--- config.mk ---
export PLATFORM = sky130hd
export DESIGN_NAME = zdos_trigger
export DESIGN_NICKNAME = d
export VERILOG_FILES = /design/src/rtl/zdos_trigger.sv
export SDC_FILE = /design/constraint.sdc
export NUM_CORES = 1
export LEC_CHECK = 0
export CORE_ASPECT_RATIO = 1.5
export CORE_MARGIN = 2
export CORE_UTILIZATION = 35
export DETAILED_ROUTE_END_ITERATION = 8
export PLACE_DENSITY = 0.61
export SYNTH_ARGS = -nofsm -noshare
export SYNTH_HDL_FRONTEND = slang
export SYNTH_SLANG_ARGS = --single-unit
export TNS_END_PERCENT = 20
--- constraint.sdc ---
create_clock -name fclk -period 4.5 [get_ports fclk]
set_input_delay 1.125 -clock fclk [delete_from_list [all_inputs] [get_ports fclk]]
set_output_delay 1.125 -clock fclk [all_outputs]
set_load 0.05 [all_outputs]
--- src/rtl/zdos_trigger.sv ---
// DOS/TR-DOS trigger: synchronizes Z80 bus strobes into fclk and emits one-cycle
// DOS on/off, VG93 access and NMI-clear pulses. Optional ZDOS_TRIG_GLITCH_FILTER_EN.
module zdos_trigger #(
    parameter logic [7:0] DOS_ENTRY_HI = 8'h3D,
    parameter logic [7:0] NMI_CLR_PORT = 8'hBE,
    parameter int         SYNC_STAGES  = 2      // legal range 2..4
) (
    input  logic        fclk,
    input  logic        rst,
    input  logic        z_m1_n,
    input  logic        z_mreq_n,
    input  logic        z_iorq_n,
    input  logic        z_rd_n,
    input  logic        z_wr_n,
    input  logic [15:0] z_a,
    input  logic        dos,
    input  logic        rom48,
    input  logic        romnram,
    output logic        dos_turn_on,
    output logic        dos_turn_off,
    output logic        vg_rdwr_fclk,
    output logic [1:0]  vg_a,
    output logic        clr_nmi
);

    localparam logic [1:0] ST_IDLE = 2'd0;
    localparam logic [1:0] ST_MEM  = 2'd1;
    localparam logic [1:0] ST_IO   = 2'd2;
    localparam logic [1:0] ST_HOLD = 2'd3;

    logic [4:0]             strb_sync_q [SYNC_STAGES];
    logic [15:0]            addr_sync_q [SYNC_STAGES];
    logic [SYNC_STAGES-1:0] settle_q;
    logic [1:0]             state_q, state_d;
    logic                   armed_q, armed_d;
    logic                   turn_on_q, turn_off_q, vg_hit_q, clr_nmi_q;
    logic [1:0]             vg_a_q;

    logic        m1_s, mreq_s, iorq_s, rd_s, wr_s;
    logic [15:0] a_s;
    logic        s_mem, s_io, clash, mem_go, io_go, ready;

    // NOTE: the synchronizer arrays are reset on purpose: strobes must read inactive
    // and the address neutral from the first cycle, so they are not treated as RAM.
    always_ff @(posedge fclk or posedge rst) begin
        if (rst) begin
            for (int i = 0; i < SYNC_STAGES; i++) begin
                strb_sync_q[i] <= '1;
                addr_sync_q[i] <= '0;
            end
            settle_q <= '0;
        end else begin
            strb_sync_q[0] <= {z_m1_n, z_mreq_n, z_iorq_n, z_rd_n, z_wr_n};
            addr_sync_q[0] <= z_a;
            for (int i = 1; i < SYNC_STAGES; i++) begin
                strb_sync_q[i] <= strb_sync_q[i-1];
                addr_sync_q[i] <= addr_sync_q[i-1];
            end
            settle_q <= {settle_q[SYNC_STAGES-2:0], 1'b1};
        end
    end

    assign {m1_s, mreq_s, iorq_s, rd_s, wr_s} = strb_sync_q[SYNC_STAGES-1];
    assign a_s    = addr_sync_q[SYNC_STAGES-1];
    assign s_mem  = ~mreq_s & (~rd_s | ~wr_s);
    assign s_io   = ~iorq_s & (~rd_s | ~wr_s);
    assign clash  = ~iorq_s & (~m1_s | ~mreq_s);
    // HOLD may only release once the chain carries real bus levels, so a strobe
    // held low across reset is not mistaken for an idle bus.
    assign ready  = settle_q[SYNC_STAGES-1];

`ifdef ZDOS_TRIG_GLITCH_FILTER_EN
    logic s_mem_q, s_io_q;

    always_ff @(posedge fclk or posedge rst) begin
        if (rst) begin
            s_mem_q <= 1'b0;
            s_io_q  <= 1'b0;
        end else begin
            s_mem_q <= s_mem;
            s_io_q  <= s_io;
        end
    end

    assign mem_go = s_mem & s_mem_q;
    assign io_go  = s_io & s_io_q & m1_s;
`else
    assign mem_go = s_mem;
    assign io_go  = s_io & m1_s;
`endif

    // NOTE: every variable gets a default before the case so no latch is inferred.
    always_comb begin
        state_d = state_q;
        armed_d = armed_q;
        case (state_q)
            ST_IDLE: begin
                if (armed_q) begin
                    if (clash) begin
                        state_d = ST_HOLD;
                        armed_d = 1'b0;
                    end else if (mem_go) begin
                        state_d = ST_MEM;
                        armed_d = 1'b0;
                    end else if (io_go) begin
                        state_d = ST_IO;
                        armed_d = 1'b0;
                    end
                end
            end
            ST_MEM, ST_IO: state_d = ST_HOLD;
            default: begin
                if (ready && mreq_s && iorq_s) begin
                    state_d = ST_IDLE;
                    armed_d = 1'b1;
                end
            end
        endcase
    end

    // NOTE: sequential state uses non-blocking assignments so all flops update together.
    always_ff @(posedge fclk or posedge rst) begin
        if (rst) begin
            state_q    <= ST_HOLD;
            armed_q    <= 1'b0;
            turn_on_q  <= 1'b0;
            turn_off_q <= 1'b0;
            vg_hit_q   <= 1'b0;
            clr_nmi_q  <= 1'b0;
            vg_a_q     <= 2'b00;
        end else begin
            state_q    <= state_d;
            armed_q    <= armed_d;
            turn_on_q  <= (state_q == ST_MEM) & ~m1_s & (a_s[15:8] == DOS_ENTRY_HI)
                          & romnram & rom48 & ~dos;
            turn_off_q <= (state_q == ST_MEM) & ~m1_s & (a_s[15:14] != 2'b00) & dos;
            vg_hit_q   <= (state_q == ST_IO) & ~a_s[7] & (a_s[1:0] == 2'b11) & dos;
            clr_nmi_q  <= (state_q == ST_IO) & (a_s[7:0] == NMI_CLR_PORT) & ~wr_s;
            if ((state_q == ST_IO) && !a_s[7] && (a_s[1:0] == 2'b11) && dos)
                vg_a_q <= a_s[6:5];
        end
    end

    assign dos_turn_on  = turn_on_q;
    assign dos_turn_off = turn_off_q;
    assign vg_rdwr_fclk = vg_hit_q;
    assign vg_a         = vg_a_q;
    assign clr_nmi      = clr_nmi_q;

endmodule

==> Yosys cells after proc, flatten, opt, wreduce, memory -nomap -nowiden <==
Cells that the tools add are included.
{ "word_totals": {"register_bits": 53, "input_bits": 26, "output_inout_bits": 6, "elab_cells": 70} }
{ "classes": {"eq_ne": 7, "mux": 12, "n_bitwise": 26, "reduce_logical": 13} }
{ "ops": {"columns": ["op", "count"], "rows": [
  ["$and 1x1->1", 16],
  ["$mux 2", 5],
  ["$eq 8x6->1 const B", 1],
  ["$eq 8x8->1 const B", 1],
  ["$not 1->1", 8],
  ["$logic_and 1x1->1", 5],
  ["$mux 1", 5],
  ["$eq 2x2->1 const B", 2],
  ["$ne 4x4->1 const B", 1],
  ["$pmux 2 s2", 1],
  ["$reduce_bool 2->1", 2],
  ["$reduce_and 3->1", 1],
  ["$reduce_bool 3->1", 1],
  ["$eq 2x1->1 const B", 1],
  ["$logic_not 2->1", 1],
  ["$ne 2x2->1 const B", 1],
  ["$or 1x1->1", 2],
  ["$pmux 1 s2", 1],
  ["$reduce_and 2->1", 1],
  ["$reduce_or 2->1", 1],
  ["$logic_not 1->1", 1]
]} }

==> Depth between registers and ports, before layout <==
{ "logic_depth": {"word_depth": 9, "depth_mapped": 7, "mapped_depth_nobuf": 7} }

==> Least setup slack after synthesis <==
OpenSTA, ideal clock, no wires.
{ "synth_path": {"path_type": "input to register", "from": "input dos", "to": "register vg_a_q[1] (netlist: vg_a[1])", "setup_ns": 0.066, "arrival_time_ns": 1.659, "required_time_ns": 4.434, "setup_slack_ns": 2.774, "stages": 5, "path_buffers": 0, "cell_sequence": "nand2_1 -> or3_1 -> inv_1 -> nand2_1 -> nand2_1"} }
{ "synth_between": {"elab_chain_len": 1} }
{ "synth_rtl": {"columns": ["element", "line", "source"], "rows": [
  ["from (decl)", "16", "input logic dos,"],
  ["$logic_and 1x1->1", "139", "if ((state_q == ST_IO) && !a_s[7] && (a_s[1:0] == 2'b11) && dos)"],
  ["to (signal assigned)", "140", "vg_a_q <= a_s[6:5];"],
  ["to (decl)", "37", "logic [1:0] vg_a_q;"]
]} }
No other way between the ends.
A chain may end at the register's enable or synchronous reset.

==> Worst setup path in the final report <==
{ "layout_path": {"from": "register vg_a_q[0] (netlist: vg_a[0])", "to": "output vg_a[0]"} }
{ "layout_rtl": {"columns": ["element", "line", "source"], "rows": [
  ["to (decl)", "22", "output logic [1:0] vg_a,"]
]} }
No word-level cell between the ends.

==> impl_metrics.json <==
{
  "start_kind": "register",
  "path_cells": "clkdlybuf4s50_1",
  "numPortBuffers": 31,
  "dp_cells": 199,
  "grt_pass1_vias": 1007,
  "drcViolationCount": 0,
  "die_h_um": 88.4,
  "clock-sinks": 53,
  "rows": 30,
  "syn2layout_area_growth_pct": 30.3,
  "h-tree-depth": 2,
  "fin_tns_setup_ps": 0,
  "ios": 32,
  "yosys_warnings": 0,
  "fin_nets": 172,
  "slew_headroom_pct": 31.9,
  "initial_core_util_pct": 36.6,
  "fin_cells": 207,
  "yosys.area.top_type": "dfrtp_1",
  "gp_congestion": 0.743,
  "synth_top_cell_area_share_pct": 61.8,
  "slowest_delay_ps": 810,
  "slew_viol_final": 0,
  "path_delay_family": "buffers and inverters",
  "drive_gt1_share_pct": 16.8,
  "hold_path.class": "reg2reg",
  "fp.dieW_um": 60.2,
  "final_core_util_pct": 47.6,
  "drt-pass1-iter-count": 2,
  "vias": 908,
  "clk_pin_slew_ps": 90,
  "avgSynthCellArea_um2": 16.0,
  "die-area_um2": 5320,
  "ant_nets": 0,
  "cp_slowest_cell": "clkdlybuf4s50_1",
  "peakVddDrop_v": 0.000244,
  "synth_seq_cells": 53,
  "wl_um": 2510,
  "root_buffer": "clkbuf_8",
  "cp_data_required_time_ps": 3380,
  "cts_tree": "done",
  "max_cap_violations": 0,
  "ys_top_cells_by_area": "dfrtp_1 62%, dfstp_2 19%, ha_1 3.0%, nand2_1 2.3%, inv_1 1.6%",
  "syn_area_um2": 1660,
  "fin_skew_ps": 13.1,
  "ctsHoldBuffers": 0,
  "fmax_ghz": 0.384,
  "fin_crit_sh_pct": 57.9,
  "antenna_found_initial": 0,
  "place_area_um2": 2050,
  "fin_area_um2": 2160,
  "status": "finished clean",
  "powerDensity_nw_per_um2": 394,
  "overflow": 0,
  "syn_inst": 104,
  "crit_type": "reg2out",
  "drt_iter0_drc": 13,
  "synth.distinct_cells": 24,
  "setup_violations": 0,
  "ctsResizeCount": 0,
  "via_per_inst": 4.39,
  "hpwlAfterDp_um": 1850,
  "hold_viol": 0,
  "cp_max_fo": 2,
  "numCtsBuffers": 5,
  "syn_nets": 134,
  "antennaDiodeCount": 0,
  "clock_latency_ps": 300,
  "p_leak_nw": 0.935,
  "coreArea_um2": 4540,
  "fillers": 409,
  "worst_slew_pin_slew_ps": 1020,
  "fin_crit_ps": 2610,
  "crit_buf_inv": 1,
  "cp.arrival_ps": 1480,
  "rsz0062_at_grt": "no",
  "wl_per_cell_um": 12.1,
  "post-cts-setup-buffers": 0,
  "yosysSeqAreaShare_pct": 80.8,
  "grt_usage_pct": 11.5,
  "cts_buffer_depth": 2,
  "grt_pass1_wl_um": 4350,
  "grt_max_degree": 54,
  "power.total_mw": 0.853,
  "worst_setup_path_end_kind": "output port"
}
-- per-layer routing --
metal / vias up / GRT usage [%] / wire, um
met2: 27 / 19.1 / 1360
met5: - / 0 / 0
met4: 0 / 8.69 / 125
met1: 452 / 11.8 / 901
li1: 419 / - / -
met3: 10 / 3.65 / 119
-- worst reg2reg max path, delay by kind of cell (launching register included) --
family                   cells  cell delay [ps]
flip-flops                   1              560
multiplexers                 1              330
adder cells (fa/ha/maj)      1              340
buffers and inverters        2              150
AO/OA/AOI/OAI                1              250
-- kinds of logic (layout without fill, tap and decap cells) --
family          count (synthesis)  count (layout)  synth area share [%]
compound gates                 10              10                  4.45
fa+ha+maj                       4               4                  3.01
buf+inv                         7              46                  1.58
flops                          53              53                  80.8
mux                             2               2                  1.51
other cells                     1               1                 0.226
simple gates                   27              27                  8.44
-- cell usage after synthesis, drive strengths merged --
| cell type | number |
|---|---|
| nor3b | 1 |
| o21bai | 1 |
| a21oi | 2 |
| conb | 1 |
| nand4bb | 1 |
| and4b | 1 |
| dfstp | 12 |
| ha | 4 |
| nor2 | 4 |
| nor3 | 1 |
| dfrtp | 41 |
| a31oi | 3 |
| nor4 | 1 |
| a41oi | 1 |
| mux2 | 1 |
| nand4 | 2 |
| or3 | 1 |
| nand4b | 1 |
| o21ai | 3 |
| mux2i | 1 |
| inv | 7 |
| nand3 | 4 |
| nand2 | 10 |
-- area by class of cell --
type | count | area (um2) | area share, %
clock inverter | 3 | 43.8 | 2.02
timing repair buffer | 31 | 310 | 14.3
sequential | 53 | 1340 | 62.0
inverter | 7 | 26.3 | 1.21
multi-input combinational | 44 | 293 | 13.5
tap | 64 | 80.1 | 3.70
clock buffer | 5 | 68.8 | 3.18
-- final timing paths --
path	endpoint	slack, ps	cells past startpoint	from
hold reg to reg	a_s[13]	350	0	addr_sync_q[29]
setup / recovery	vg_a[0]	1890	1	vg_a[0]
min in group asynchronous	addr_sync_q[19]	1370	2	rst
max in group asynchronous	a_s[8]	2470	2	rst
hold / removal	a_s[13]	350	0	addr_sync_q[29]
setup reg to reg	state_q[0]	2800	5	state_q[1]
-- state kept, by name, indices dropped and copies added, names as in the netlist --
register      count
dos_turn_off      1
armed_q           1
addr_sync_q      16
a_s              16
rd_s              1
clr_nmi           1
m1_s              1
state_q           2
iorq_s            1
mreq_s            1
vg_rdwr_fclk      1
settle_q          2
strb_sync_q       6
dos_turn_on       1
vg_a              2
-- per-stage QoR --
stage          hold slack, ps  setup WS [ps]
2_1_floorplan             331           2110
3_3_place_gp              331           2140
3_5_place_dp              336           2090
4_1_cts                   347           1870
5_1_grt                   358           1830
6_report                  346           1890
-- power by group --
part / switching (mW) / leakage [nW] / internal, mW
Sequential: 0.00816 / 0.620 / 0.500
Clock: 0.142 / 0.0585 / 0.166
Combinational: 0.0148 / 0.256 / 0.0219
-- placed cells by master (no fill, tap or decap), types with 2 or more instances in the layout --
cell type        count
nand2_1             10
inv_1                6
clkbuf_8             5
dfstp_2             12
dfrtp_1             41
nor2_1               4
a31oi_1              2
clkdlybuf4s50_1     31
o21ai_0              3
nand3_1              4
a21oi_1              2
ha_1                 4
nand4_1              2
Note: power is estimated with default switching activity, not from simulation.
